### src/rtl/dmem_mmio_responder_if.sv
`default_nettype none
// ============================================================================
// Module      : dmem_mmio_responder_if
// Description : Data-memory bus bundle between the processor, the MMIO
//               responder, the dmem syncram and the TX byte consumer.
// Revision    : 1.0 - initial release
// ============================================================================
interface dmem_mmio_responder_if #(
    parameter int ADDR_W = 12,
    parameter int DATA_W = 32
);
    // processor side
    logic [ADDR_W-1:0] address_dmem;
    logic [DATA_W-1:0] data;
    logic              wren;
    logic [DATA_W-1:0] q_dmem;
    // syncram side
    logic [ADDR_W-1:0] mem_address;
    logic [DATA_W-1:0] mem_data;
    logic              mem_wren;
    logic [DATA_W-1:0] mem_q;
    // TX drain port
    logic [7:0]        tx_data;
    logic              tx_valid;
    logic              tx_ready;

    // responder view
    modport slave (
        input  address_dmem, data, wren, mem_q, tx_ready,
        output q_dmem, mem_address, mem_data, mem_wren, tx_data, tx_valid
    );

    // surrounding system view (processor + syncram + consumer)
    modport master (
        output address_dmem, data, wren, mem_q, tx_ready,
        input  q_dmem, mem_address, mem_data, mem_wren, tx_data, tx_valid
    );
endinterface
`default_nettype wire

### src/rtl/dmem_mmio_responder.sv
`default_nettype none
// ============================================================================
// Module      : dmem_mmio_responder
// Description : Data-memory port responder. Passes low addresses to the
//               syncram and serves a 4-word MMIO window (cycle counter,
//               TX byte FIFO, status, control) with the same 1-cycle read
//               latency as the syncram.
// Revision    : 1.0 - initial release
// ============================================================================
module dmem_mmio_responder #(
    parameter int              ADDR_W     = 12,
    parameter int              DATA_W     = 32,
    parameter int              FIFO_DEPTH = 8,
    parameter logic [ADDR_W-1:0] MMIO_BASE = 12'hF00
) (
    input  wire logic               clock,
    input  wire logic               reset,
    dmem_mmio_responder_if.slave    bus
);

    localparam int c_PTR_W = (FIFO_DEPTH > 1) ? $clog2(FIFO_DEPTH) : 1;
    localparam int c_CNT_W = c_PTR_W + 1;

    localparam logic [1:0] c_OFF_CYCLE  = 2'd0;
    localparam logic [1:0] c_OFF_TXDATA = 2'd1;
    localparam logic [1:0] c_OFF_STATUS = 2'd2;
    localparam logic [1:0] c_OFF_CTRL   = 2'd3;

    // read-data source selected at the edge the address was sampled
    localparam logic [1:0] c_SEL_NONE = 2'd0;
    localparam logic [1:0] c_SEL_RAM  = 2'd1;
    localparam logic [1:0] c_SEL_REG  = 2'd2;

    // ---------------- state ----------------
    logic [DATA_W-1:0]  r_cycle;
    logic               r_en;
    logic               r_overflow;
    logic [c_PTR_W-1:0] r_wptr;
    logic [c_PTR_W-1:0] r_rptr;
    logic [c_CNT_W-1:0] r_count;
    logic [7:0]         r_mem [FIFO_DEPTH];
    logic [1:0]         r_sel;
    logic [DATA_W-1:0]  r_rd;

    // ---------------- decode ----------------
    logic [ADDR_W-1:0]  w_offset_full;
    logic [1:0]         w_offset;
    logic               w_is_ram;
    logic               w_is_mmio;
    logic               w_wr_cycle;
    logic               w_wr_txdata;
    logic               w_wr_status;
    logic               w_wr_ctrl;

    assign w_offset_full = bus.address_dmem - MMIO_BASE;
    assign w_offset      = w_offset_full[1:0];
    assign w_is_ram      = (bus.address_dmem < MMIO_BASE);
    assign w_is_mmio     = !w_is_ram && (w_offset_full[ADDR_W-1:2] == '0);

    assign w_wr_cycle  = bus.wren && w_is_mmio && (w_offset == c_OFF_CYCLE);
    assign w_wr_txdata = bus.wren && w_is_mmio && (w_offset == c_OFF_TXDATA);
    assign w_wr_status = bus.wren && w_is_mmio && (w_offset == c_OFF_STATUS);
    assign w_wr_ctrl   = bus.wren && w_is_mmio && (w_offset == c_OFF_CTRL);

    // ---------------- RAM pass-through ----------------
    assign bus.mem_address = bus.address_dmem;
    assign bus.mem_data    = bus.data;
    assign bus.mem_wren    = bus.wren && w_is_ram;

    // ---------------- FIFO control ----------------
    logic w_empty;
    logic w_full;
    logic w_pop;
    logic w_push;
    logic w_drop;

    assign w_empty = (r_count == '0);
    assign w_full  = (r_count == c_CNT_W'(FIFO_DEPTH));
    assign w_pop   = !w_empty && bus.tx_ready;
    // a full FIFO still accepts a push when the head leaves in the same cycle
    assign w_push  = w_wr_txdata && (!w_full || w_pop);
    assign w_drop  = w_wr_txdata && w_full && !w_pop;

    assign bus.tx_valid = !w_empty;
    // storage is not reset, so mask the head byte while empty
    assign bus.tx_data  = w_empty ? 8'h00 : r_mem[r_rptr];

    // ---------------- MMIO read mux (pre-edge values) ----------------
    logic [DATA_W-1:0] w_status;
    logic [DATA_W-1:0] w_rd_val;

    // status word assembly; count field truncates to 8 bits at depth 256
    always_comb begin
        w_status       = '0;
        w_status[0]    = w_empty;
        w_status[1]    = w_full;
        w_status[2]    = r_overflow;
        w_status[15:8] = 8'(r_count);
    end

    // register value selected by the current word offset
    always_comb begin
        w_rd_val = '0;
        case (w_offset)
            c_OFF_CYCLE:  w_rd_val = r_cycle;
            c_OFF_STATUS: w_rd_val = w_status;
            c_OFF_CTRL:   w_rd_val[0] = r_en;
            default:      w_rd_val = '0;
        endcase
    end

    // cycle counter and control enable; a CYCLE write beats the increment
    always_ff @(posedge clock or posedge reset) begin
        if (reset) begin
            r_cycle <= '0;
            r_en    <= 1'b1;
        end else begin
            if (w_wr_cycle)
                r_cycle <= bus.data;
            else if (r_en)
                r_cycle <= r_cycle + 1'b1;
            if (w_wr_ctrl)
                r_en <= bus.data[0];
        end
    end

    // sticky overflow: set by a dropped push, cleared by writing 1 to bit 2
    always_ff @(posedge clock or posedge reset) begin
        if (reset)
            r_overflow <= 1'b0;
        else if (w_drop)
            r_overflow <= 1'b1;
        else if (w_wr_status && bus.data[2])
            r_overflow <= 1'b0;
    end

    // FIFO pointers and occupancy; pointers wrap naturally at power-of-two depth
    always_ff @(posedge clock or posedge reset) begin
        if (reset) begin
            r_wptr  <= '0;
            r_rptr  <= '0;
            r_count <= '0;
        end else begin
            if (w_push)
                r_wptr <= r_wptr + 1'b1;
            if (w_pop)
                r_rptr <= r_rptr + 1'b1;
            case ({w_push, w_pop})
                2'b10:   r_count <= r_count + 1'b1;
                2'b01:   r_count <= r_count - 1'b1;
                default: r_count <= r_count;
            endcase
        end
    end

    // FIFO byte storage
    always_ff @(posedge clock) begin
        if (w_push)
            r_mem[r_wptr] <= bus.data[7:0];
    end

    // read-side capture: source select and MMIO value, both one cycle late like the syncram
    always_ff @(posedge clock or posedge reset) begin
        if (reset) begin
            r_sel <= c_SEL_NONE;
            r_rd  <= '0;
        end else begin
            r_sel <= w_is_ram ? c_SEL_RAM : c_SEL_REG;
            r_rd  <= (!bus.wren && w_is_mmio) ? w_rd_val : '0;
        end
    end

    assign bus.q_dmem = (r_sel == c_SEL_RAM) ? bus.mem_q : r_rd;

endmodule
`default_nettype wire

### src/flat_wrapper.sv
// flat-port wrapper written by rule: the top's interface ports become plain ports
module dmem_mmio_responder_flat 
#(
    parameter int              ADDR_W     = 12,
    parameter int              DATA_W     = 32,
    parameter int              FIFO_DEPTH = 8,
    parameter logic [ADDR_W-1:0] MMIO_BASE = 12'hF00
)
  (clock, reset, bus_address_dmem, bus_data, bus_wren, bus_mem_q, bus_tx_ready, bus_q_dmem, bus_mem_address, bus_mem_data, bus_mem_wren, bus_tx_data, bus_tx_valid);
  dmem_mmio_responder_if #(.ADDR_W(ADDR_W), .DATA_W(DATA_W)) bus_i ();
  input  wire logic clock;
  input  wire logic reset;
  input wire logic [$bits(bus_i.address_dmem)-1:0] bus_address_dmem;
  input wire logic [$bits(bus_i.data)-1:0] bus_data;
  input wire logic [$bits(bus_i.wren)-1:0] bus_wren;
  input wire logic [$bits(bus_i.mem_q)-1:0] bus_mem_q;
  input wire logic [$bits(bus_i.tx_ready)-1:0] bus_tx_ready;
  output wire logic [$bits(bus_i.q_dmem)-1:0] bus_q_dmem;
  output wire logic [$bits(bus_i.mem_address)-1:0] bus_mem_address;
  output wire logic [$bits(bus_i.mem_data)-1:0] bus_mem_data;
  output wire logic [$bits(bus_i.mem_wren)-1:0] bus_mem_wren;
  output wire logic [$bits(bus_i.tx_data)-1:0] bus_tx_data;
  output wire logic [$bits(bus_i.tx_valid)-1:0] bus_tx_valid;
  assign bus_i.address_dmem = bus_address_dmem;
  assign bus_i.data = bus_data;
  assign bus_i.wren = bus_wren;
  assign bus_i.mem_q = bus_mem_q;
  assign bus_i.tx_ready = bus_tx_ready;
  assign bus_q_dmem = bus_i.q_dmem;
  assign bus_mem_address = bus_i.mem_address;
  assign bus_mem_data = bus_i.mem_data;
  assign bus_mem_wren = bus_i.mem_wren;
  assign bus_tx_data = bus_i.tx_data;
  assign bus_tx_valid = bus_i.tx_valid;
  dmem_mmio_responder #(.ADDR_W(ADDR_W), .DATA_W(DATA_W), .FIFO_DEPTH(FIFO_DEPTH), .MMIO_BASE(MMIO_BASE)) u_core (.clock(clock), .reset(reset), .bus(bus_i));
endmodule
### config.mk
export PLATFORM = sky130hd
export DESIGN_NAME = dmem_mmio_responder_flat
export DESIGN_NICKNAME = d
export VERILOG_FILES = /design/src/rtl/dmem_mmio_responder_if.sv /design/src/rtl/dmem_mmio_responder.sv /design/src/flat_wrapper.sv
export SDC_FILE = /design/constraint.sdc
export NUM_CORES = 1
export LEC_CHECK = 0
export BUFFER_PORTS_ARGS = -buffer_cell sky130_fd_sc_hd__buf_2
export CAP_MARGIN = 20
export CORE_AREA = 2 2 104 146
export DETAILED_ROUTE_END_ITERATION = 8
export DIE_AREA = 0 0 106 148
export PLACE_DENSITY = 0.75
export SYNTH_ARGS = -nofsm -noshare
export SYNTH_HDL_FRONTEND = slang
export SYNTH_SLANG_ARGS = --single-unit
### constraint.sdc
create_clock -name clock -period 2.1 [get_ports clock]
set_input_delay 0.315 -clock clock [delete_from_list [all_inputs] [get_ports clock]]
set_output_delay 0.315 -clock clock [all_outputs]
set_load 0.1 [all_outputs]
=== Word-level counts from Yosys, hierarchy flattened ===
Memory sizes are Yosys's and may differ from the RTL's.
Index checks and enable logic that the tools add are counted.

* Flip-flop bits (word level): 78
* Memory bits (writable): 64
* Input port bits: 80
* Output and inout port bits: 86
* Memories kept: 1

* Add/sub/neg operators: 6
* Magnitude comparators: 1
* Eq/ne operators: 7
* Mux-type cells: 13
* Reduce and logical (&&, ||, !) cells: 25

{| class="wikitable"
|+ Memories
! name !! words !! width !! rd ports !! clocked after Yosys merged registers in !! write ports !! RTL line !! text
|-
| u_core.r_mem || 8 || 8 || 1 || 0 || 1 || dmem_mmio_responder.sv:41 || <nowiki>logic [7:0] r_mem [FIFO_DEPTH];</nowiki>
|}

{| class="wikitable"
|+ Operators with widths
! kind !! number
|-
| 32-bit 2-to-1 mux || 4
|-
| 31-bit one-hot mux with 2 select lines || 1
|-
| 32-bit by 1-bit adder with 32-bit output (second input constant) || 1
|-
| 1-bit logical AND || 13
|-
| 12-bit less-than comparator (second input constant) || 1
|-
| 12-bit subtractor (second input constant) || 1
|-
| 10-bit logical NOT || 1
|-
| 8-bit 2-to-1 mux || 1
|-
| 4-bit one-hot mux with 2 select lines || 1
|-
| 3-bit by 1-bit adder with 3-bit output (second input constant) || 2
|-
| 2-bit by 1-bit == test with 1-bit output (second input constant) || 3
|-
| 2-bit == test (second input constant) || 3
|-
| 2-bit nonzero test || 3
|-
| 1-bit logical NOT || 5
|-
| 4-bit by 1-bit adder with 4-bit output (second input constant) || 1
|-
| 4-bit == test (second input constant) || 1
|-
| 4-bit logical NOT || 1
|-
| 1-bit 2-to-1 mux || 4
|-
| 4-bit by 1-bit subtractor with 4-bit output (second input constant) || 1
|-
| 1-bit one-hot mux with 3 select lines || 1
|-
| 2-bit logical NOT || 1
|-
| 2-bit 2-to-1 mux || 1
|-
| 1-bit logical OR || 1
|}

=== Longest topological paths before layout ===
Gate-level depths: netlist of run 1.

* Depth in word-level cells: 8
* Mapped depth: 10
* Gate-level depth less buffers: 9

=== Worst setup path after synthesis of run 1 ===
Ideal clock, no wire load.

* Path kind: register to output
* Start: register u_core.r_rptr[1]
* End: output bus_tx_data[6]
* Data arrival time: 2.526 ns
* Required time: 1.785 ns
* Path slack: -0.741 ns
* Cell stages (with the launch flop): 6
* Buffers on the path: 2
* Cells stage by stage: dfrtp_1 buf_1 clkbuf_1 mux4_2 mux2i_1 nor2_1

* Cells in the longest elaborated chain, start to end: 2

{| class="wikitable"
|+ RTL lines
! what !! RTL line !! text
|-
| start: declaration || dmem_mmio_responder.sv:39 || <nowiki>logic [c_PTR_W-1:0] r_rptr;</nowiki>
|-
| start signal: assignment || dmem_mmio_responder.sv:147 || <nowiki>r_rptr <= r_rptr + 1'b1;</nowiki>
|-
| memory read 8 x 8 bit || n/a ||
|-
| 8-bit 2-to-1 mux || dmem_mmio_responder.sv:86 || <nowiki>assign bus.tx_data = w_empty ? 8'h00 : r_mem[r_rptr];</nowiki>
|-
| end: declaration || flat_wrapper.sv:22 || <nowiki>output wire logic [$bits(bus_i.tx_data)-1:0] bus_tx_data;</nowiki>
|}

No other way between the ends.

=== Worst setup path after layout of run 1 ===
* Start: register u_core.r_rptr[0]
* End: output bus_tx_data[6]

Same word-level chain as after synthesis.

==> key figures, run 1 <==
Run status
  • Status: finished, violations left
  • Failing checks: setup timing

STA
  • Final Hold Vio Count: 0
  • Fin crit period: 2.25 ns
  • Slew margin rel.: 57.4%
  • Slew @ Worst Pin: 0.637 ns
  • Final Worst Setup Slack: -0.150 ns
  • Period Utilization, post-route: 107%
  • Skew final: 0.00722 ns
  • Slew Limit Fails: 0
  • RSZ-0062 raised after global routing: true
  • Final setup vio count: 8
  • Max Freq: about 0.44 GHz

Floorplan
  • Die area: ~16,000 µm²
  • Starting Density: between 40% and 50%
  • Core area: around 14,000 µm²
  • Io pins: 166
  • # rows: 52
  • Die Wd: 106 µm
  • Die Ht: ~150 µm

Synth
  • Mean post-synth cell area: 12.8 µm²
  • Top cells by area, synth: dfrtp_1 28%, edfxtp_1 28%, mux2_2 5.9%, mux4_2 5.3%, buf_4 4.8%
  • Number of synthesized register bits: approximately 140
  • Post-Syn Area: between 6000 and 7000 µm²
  • Ys flop type: dfrtp_1
  • Number of flops mapped to enable cells by yosys: 64
  • Post-synthesis sequential area ratio: between 50% and 60%
  • Post-Syn Nets: slightly above 600
  • YS warnings: 0
  • Synth Instances: 538
  • Yosys cell types: 50
  • Top-area cell type share of the netlist area: 28.1%
  • FFs w/ async S/R, synth: a little over half
  • Synth area leader: dfrtp_1

Clock tree
  • CTS Root Cell: clkbuf_16
  • Insertion delay to the later sink of the worst-skew pair: approximately 0.42 ns
  • Clock buffer depth: 2
  • Htree depth: 4
  • CTS clk-pin slew, worst paths: roughly 0.060 ns
  • CTS Sinks: roughly 140
  • Inserted Clock Buffers: 17
  • CTS tree: done

GRT
  • Total GRT Usage: 20.3%
  • Largest net degree at the start of global routing: 43
  • GRT Residual Overflow: 0
  • First-pass GRT wire length: about 24 mm
  • Initial antenna violation count: 0
  • Vias in the first global route: 4,839

Detailed routing
  • DR iter-0 viols: 262
  • DRT Wirelength: approximately 16 mm
  • DRC viols: 0
  • Routed wire per std cell: between 15 and 20 µm
  • First-pass DRT Iterations: 4
  • Vias/cell: ~5.3
  • Routed Antenna Nets: 0
  • Vias: between 4,000 and 5,000

Worst setup path
  • Worst setup path class: reg2out
  • Worst-path fanout max: 17
  • Startpoint Class: flop
  • Critical Path Sink Type: output port
  • WP data arrival: 1.93 ns
  • Worst EP required: between 1.5 and 2 ns

Layout
  • Share of cells above drive strength 1: between 40% and 50%
  • ANT cells: 0
  • NumNets Final: roughly 770
  • Area delta synth->final: 34.6%
  • Fin area: 9240 µm²

Power and ir drop
  • VDD IR max: around 0.00095 V
  • Seq pwr share: ~30%
  • Pleak: approximately 3.9 nW
  • Sw Share: a little under two fifths
  • Clock Power Share: 29.2%
  • Switch Pwr: about 4 mW
  • Comb pwr share: 40.7%
  • Pwr Density: between 1000 and 1500 nW/µm²
  • Power Total: roughly 10 mW
  • P_int: around 6.5 mW

Place
  • DP HPWL: approximately 12 mm
  • Gpl congestion: 0.810
  • Placed Area: between 8000 and 9000 µm²
  • IO buf count: 165

Min path
  • Hold Path Class: in2reg

Flow run
  • Max-cap viol count: 0
==> through the flow <==
| stage | utilization, % | cells | hold slack (ns) | setup slack, ns | setup TNS (ns) |
|---|---|---|---|---|---|
| floorplan | - | 538 | 0.414 | -0.343 | -2.88 |
| global placement | 58.4 | 849 | 0.418 | 0.0995 | 0 |
| detailed placement | 58.4 | 849 | 0.417 | 0.0342 | 0 |
| CTS | 62.8 | 883 | 0.152 | -0.169 | -1.19 |
| global route | 64.2 | 889 | 0.161 | -0.228 | -1.99 |
| finish | 64.2 | 889 | 0.163 | -0.150 | -0.980 |
==> sequential cells by signal, summed over array words and instances (netlist names) <==
| register | count |
|---|---|
| u_core.r_count | 4 |
| u_core.r_mem | 64 |
| u_core.r_en | 1 |
| u_core.r_rptr | 3 |
| u_core.r_sel | 2 |
| u_core.r_rd | 32 |
| u_core.r_wptr | 3 |
| u_core.r_overflow | 1 |
| u_core.r_cycle | 32 |
==> worst paths after layout <==
| kind | start | end | slack [ns] | cells after the start |
|---|---|---|---|---|
| min reg2reg | u_core.r_cycle[31] | u_core.r_rd[31] | 0.52 | 1 |
| min in group asynchronous | reset | u_core.r_sel[1] | 0.54 | 3 |
| max reg2reg | u_core.r_count[2] | u_core.r_count[2] | 0.07 | 9 |
| max in group asynchronous | reset | u_core.r_en | 0.92 | 4 |
| min | bus_data[19] | u_core.r_cycle[19] | 0.16 | 3 |
| max | u_core.r_rptr[0] | bus_tx_data[6] | -0.15 | 5 |
==> worst max-delay path, stage by stage, from the launching register on <==
cell and delay [ns]:
dfrtp_1 0.37, buf_12 0.19, mux4_2 0.54, mux2i_2 0.18
nor2_2 0.07, buf_12 0.16
==> cells in the final DEF (no fill, tap or decap), drive strengths merged, types with 10 or more instances in the layout <==
cell type,instances
dfrtp,77
inv,10
mux2,37
nand4,20
buf,197
mux4,16
clkbuf,20
mux2i,14
nand2,14
nor3,10
nand3,15
xor2,26
nor2,61
xnor2,11
and2,24
a21oi,35
edfxtp,64
==> synth_stat cells, types with 2 or more instances <==
library cell,n
dfrtp_1,77
edfxtp_1,64
nor2_1,58
buf_4,44
mux2_2,36
a21oi_1,34
xor2_1,26
and2_1,24
nand4_1,18
mux4_2,16
nand3_1,15
mux2i_1,14
nand2_1,13
xnor2_1,11
buf_2,10
nor3_1,8
clkbuf_1,7
buf_1,6
inv_1,6
and3_1,4
ha_1,4
nor4_1,4
and4_1,3
buf_6,3
nand2b_1,3
nor2_2,3
a31oi_1,2
nor4_4,2
o21ai_0,2
==> layout make-up <==
class,instances,area [µm²]
fillers,1042,5140
clock buffers,18,429
clock inverters,14,183
flip-flops and latches,142,3880
repair buffers,200,1820
well taps,189,236
multi-input cells,319,2650
inverters,7,43.8
==> cells by family (layout without fill, tap and decap cells) <==
kind of cell | Yosys count | in the layout | synth area share (%)
and+or+nand+nor | 170 | 170 | 14.2
DFF | 142 | 142 | 56.5
buffers and inverters | 77 | 239 | 7.17
muxes | 67 | 67 | 13.4
AOI/OAI and AO/OA | 41 | 41 | 3.28
xor gates and xnor gates | 37 | 37 | 4.72
adders and majority gates | 4 | 4 | 0.729
==> power groups by stage <==
stage	Clock, mW	Combinational [mW]	Sequential, mW
after detailed placement	0	4.17	3.21
after CTS	3.10	4.19	3.16
after floorplan	0	3.02	3.12
after global routing	3.22	4.44	3.17
after global placement	0	4.10	3.21
final	3.07	4.27	3.16
==> what timing repair did <==
action | 4_1_cts | 5_1_grt
buffers inserted | 1 | 4
endpoints found under the hold margin | 21 | 0
hold buffers | 1 | 0
gates cloned | 0 | 2
pin swaps | 0 | 3
setup endpoints to repair | 8 | 39
gates resized for setup | 0 | 30
==> layer usage <==
metal | GRT usage [%] | wire (µm) | part of all wire (%)
met5 | 0 | 0 | 0
met4 | 5.79 | 318 | 2.0
met3 | 4.54 | 857 | 5.3
met2 | 38.4 | 9180 | 56
met1 | 22.5 | 5920 | 36
Power figures use the tool's default switching activity.
==> run 2, diff against run 1 <==
--- a/config.mk
+++ b/config.mk
@@ -7,10 +7,11 @@
 export LEC_CHECK = 0
 export BUFFER_PORTS_ARGS = -buffer_cell sky130_fd_sc_hd__buf_2
 export CAP_MARGIN = 20
-export CORE_AREA = 2 2 104 146
+export CORE_AREA = 2 2 103 144
+export CTS_BUF_LIST = sky130_fd_sc_hd__clkbuf_8
 export DETAILED_ROUTE_END_ITERATION = 8
-export DIE_AREA = 0 0 106 148
-export PLACE_DENSITY = 0.75
+export DIE_AREA = 0 0 105 146
+export PLACE_DENSITY = 0.77
 export SYNTH_ARGS = -nofsm -noshare
 export SYNTH_HDL_FRONTEND = slang
 export SYNTH_SLANG_ARGS = --single-unit
==> run 2 against run 1 <==
Compared with the run above: the flow still finishes with violations (setup timing); first-iteration DRC count rose by 21%; combinational power is essentially flat; worst hold slack lost 0.033 ns; die area down 2.3%; largest power group unchanged; non-clock buffer count up 6; final area down 1.5%; routed wire length increased by 3.9%; clock-buffer cell count did not move; sequential cell count unchanged; sequential power about the same; fmax fell by 3.4%; worst setup slack got worse by 0.079 ns.
==> key figures, run 2 (same netlist as run 1, synthesis figures left out) <==
Place
  • DP HPWL: 11.8 mm (was 11.6 mm)
  • Worst slack, placed: 0.0271 ns (was 0.0342 ns)
  • Gpl congestion: 0.835 (was 0.810)
  • Dpl cells: 846 (was 849)
  • IO buf count: 165 (unchanged)

Worst setup path
  • Critical Path Max Stage Delay: 0.57 ns (was 0.54 ns)
  • Top delay family on crit path: multiplexers (unchanged)
  • Worst setup path class: reg2out (unchanged)
  • Critical path buffers and inverters: 2 (unchanged)
  • Crit-path cells: buf_12, mux4_2, mux2i_2, nor2_2, buf_12 (unchanged)
  • Worst-path fanout max: 17 (unchanged)
  • Startpoint Class: flop (unchanged)
  • Critical Path Sink Type: output port (unchanged)
  • Critical Path Slowest Stage Cell: mux4_2 (unchanged)
  • WP data arrival: 2.01 ns (was 1.93 ns)
  • CP most frequent cell: buf_12 (unchanged)
  • Worst EP required: 1.78 ns (about the same)

Power and ir drop
  • VDD IR max: 0.000804 V (was 0.000948 V)
  • Pleak: 3.93 nW (was 3.95 nW)
  • Power Total: 9.69 mW (was 10.5 mW)
  • Pwr Density: 1070 nW/µm² (was 1140 nW/µm²)

Detailed routing
  • DRC viols: 0 (unchanged)
  • First-pass DRT Iterations: 4 (unchanged)
  • Vias: 4,772 (was 4,737)
  • DR iter-0 viols: 318 (was 262)
  • Routed wire per std cell: 19.0 µm (was 18.3 µm)
  • DRT Wirelength: 16.9 mm (was 16.3 mm)
  • Vias/cell: 5.36 (was 5.33)
  • Routed Antenna Nets: 0 (unchanged)

Layout
  • Max FFs per register: 64 (unchanged)
  • Most frequent cells in the layout: 124 x buf_2, 76 x dfrtp_1, 64 x edfxtp_1, 50 x nor2_1, 48 x buf_12 (was 125 x buf_2, 76 x dfrtp_1, 64 x edfxtp_1, 50 x nor2_1, 47 x buf_12)
  • FILL cells: 1,017 (was 1,042)
  • ANT cells: 0 (unchanged)
  • Share of cells above drive strength 1: 45.9% (was 45.6%)
  • NumNets Final: 777 (was 771)
  • Largest registers: u_core.r_mem: 64 flops, u_core.r_cycle: 32 flops, u_core.r_rd: 32 flops (unchanged)
  • Multi-input gate area: 2670 µm² (was 2650 µm²)
  • Post-Layout Cell Count: 891 (was 889)
  • Register area: 3880 µm² (unchanged)
  • Largest register by flop count: u_core.r_mem (unchanged)
  • Commonest non-fill, non-tap cell in the layout: buf_2 (unchanged)
  • Area delta synth->final: 32.6% (was 34.6%)

Clock tree
  • Htree depth: 4 (unchanged)
  • Insertion delay to the later sink of the worst-skew pair: 0.45 ns (was 0.42 ns)
  • Clock buffer depth: 2 (unchanged)
  • CTS tree: done (unchanged)
  • CTS Sinks: 142 (unchanged)
  • Inserted Clock Buffers: 17 (unchanged)
  • CTS clk-pin slew, worst paths: 0.08 ns (was 0.06 ns)
  • CTS Root Cell: clkbuf_8 (was clkbuf_16)

Floorplan
  • Starting Density: 49.3% (was 47.7%)
  • Die area: 15,300 µm² (was 15,700 µm²)
  • # rows: 51 (was 52)
  • Core area: 13,900 µm² (was 14,400 µm²)
  • Io pins: 166 (unchanged)
  • Die Wd: 105 µm (was 106 µm)
  • Die Ht: 146 µm (was 148 µm)

STA
  • Fin crit period: 2.33 ns (was 2.25 ns)
  • RSZ-0062 raised after global routing: true (unchanged)
  • Max Freq: 0.429 GHz (was 0.444 GHz)
  • Final setup vio count: 44 (was 8)
  • Slew Limit Fails: 0 (unchanged)
  • Skew final: 0.00891 ns (was 0.00722 ns)
  • Final Worst Setup Slack: -0.229 ns (was -0.150 ns)
  • Final Hold Vio Count: 0 (unchanged)
  • Period Utilization, post-route: 111% (was 107%)
  • Slew margin rel.: 65.5% (was 57.4%)
  • Slew @ Worst Pin: 0.518 ns (was 0.637 ns)

Run status
  • Status: finished, violations left (unchanged)
  • Failing checks: setup timing (unchanged)

GRT
  • Vias in the first global route: 5,034 (was 4,839)
  • Total GRT Usage: 22.3% (was 20.3%)
  • Largest net degree at the start of global routing: 64 (was 43)
  • First-pass GRT wire length: 26.2 mm (was 24.4 mm)
  • GRT Residual Overflow: 0 (unchanged)
  • Initial antenna violation count: 2 (was 0)

Min path
  • Hold Path Class: in2reg (unchanged)

Flow run
  • Max-cap viol count: 0 (unchanged)
-- run 2: timing repair --
item	4_1_cts	5_1_grt
endpoints found under the setup margin	39	56
pin swaps	0	2
hold endpoints to repair	20	0
gates resized for setup	34	10
hold buffers	1	0
buffers inserted	6	6
cloned	3	0
-- run 2: worst paths after layout --
path	start	end	cells after the start	slack, ns
setup / recovery	u_core.r_rptr[0]	bus_tx_data[3]	5	-0.23
hold / removal	bus_data[20]	u_core.r_cycle[20]	3	0.13
setup reg to reg	u_core.r_count[3]	u_core.r_mem[4][2]	6	-0.01
hold reg to reg	u_core.r_cycle[14]	u_core.r_rd[14]	1	0.54
max in group asynchronous	reset	u_core.r_count[3]	4	1.00
min in group asynchronous	reset	u_core.r_rd[26]	3	0.44
-- run 2: area by class of cell --
class | instances | share of cell area, %
tap | 185 | 2.54
multi-input combinational | 319 | 29.3
sequential | 142 | 42.6
timing repair buffer | 206 | 20.5
inverter | 7 | 0.481
clock inverter | 14 | 1.82
clock buffer | 18 | 2.72
-- run 2: routing by layer --
layer  up-vias  part of all wire [%]  track usage [%]
li1       2194                     -                -
met1      2355                    37             24.1
met2       183                    56             41.9
met3        38                   5.4             5.02
met4         2                   2.1             8.53
met5         -                 0.077                0
-- run 2: report_power, final --
part	internal, mW	switching, mW
registers	3.00	0.154
clock network	1.20	1.05
logic	1.63	2.65
total	5.83	3.86
-- run 2: metrics by stage --
stage          hold slack (ns)  TNS, ns  instance area, µm²  util, %
2_1_floorplan            0.414    -2.88                6920        -
3_3_place_gp             0.372        0                8390     60.3
3_5_place_dp             0.376        0                8390     60.3
4_1_cts                  0.110    -4.11                9080     65.3
5_1_grt                  0.126    -4.33                9100     65.4
6_report                 0.130    -2.39                9100     65.4
-- run 2: tightest hold or removal path: stages --
cell,delay [ns]
buf_2,0.09
nor2_1,0.04
a21oi_1,0.10
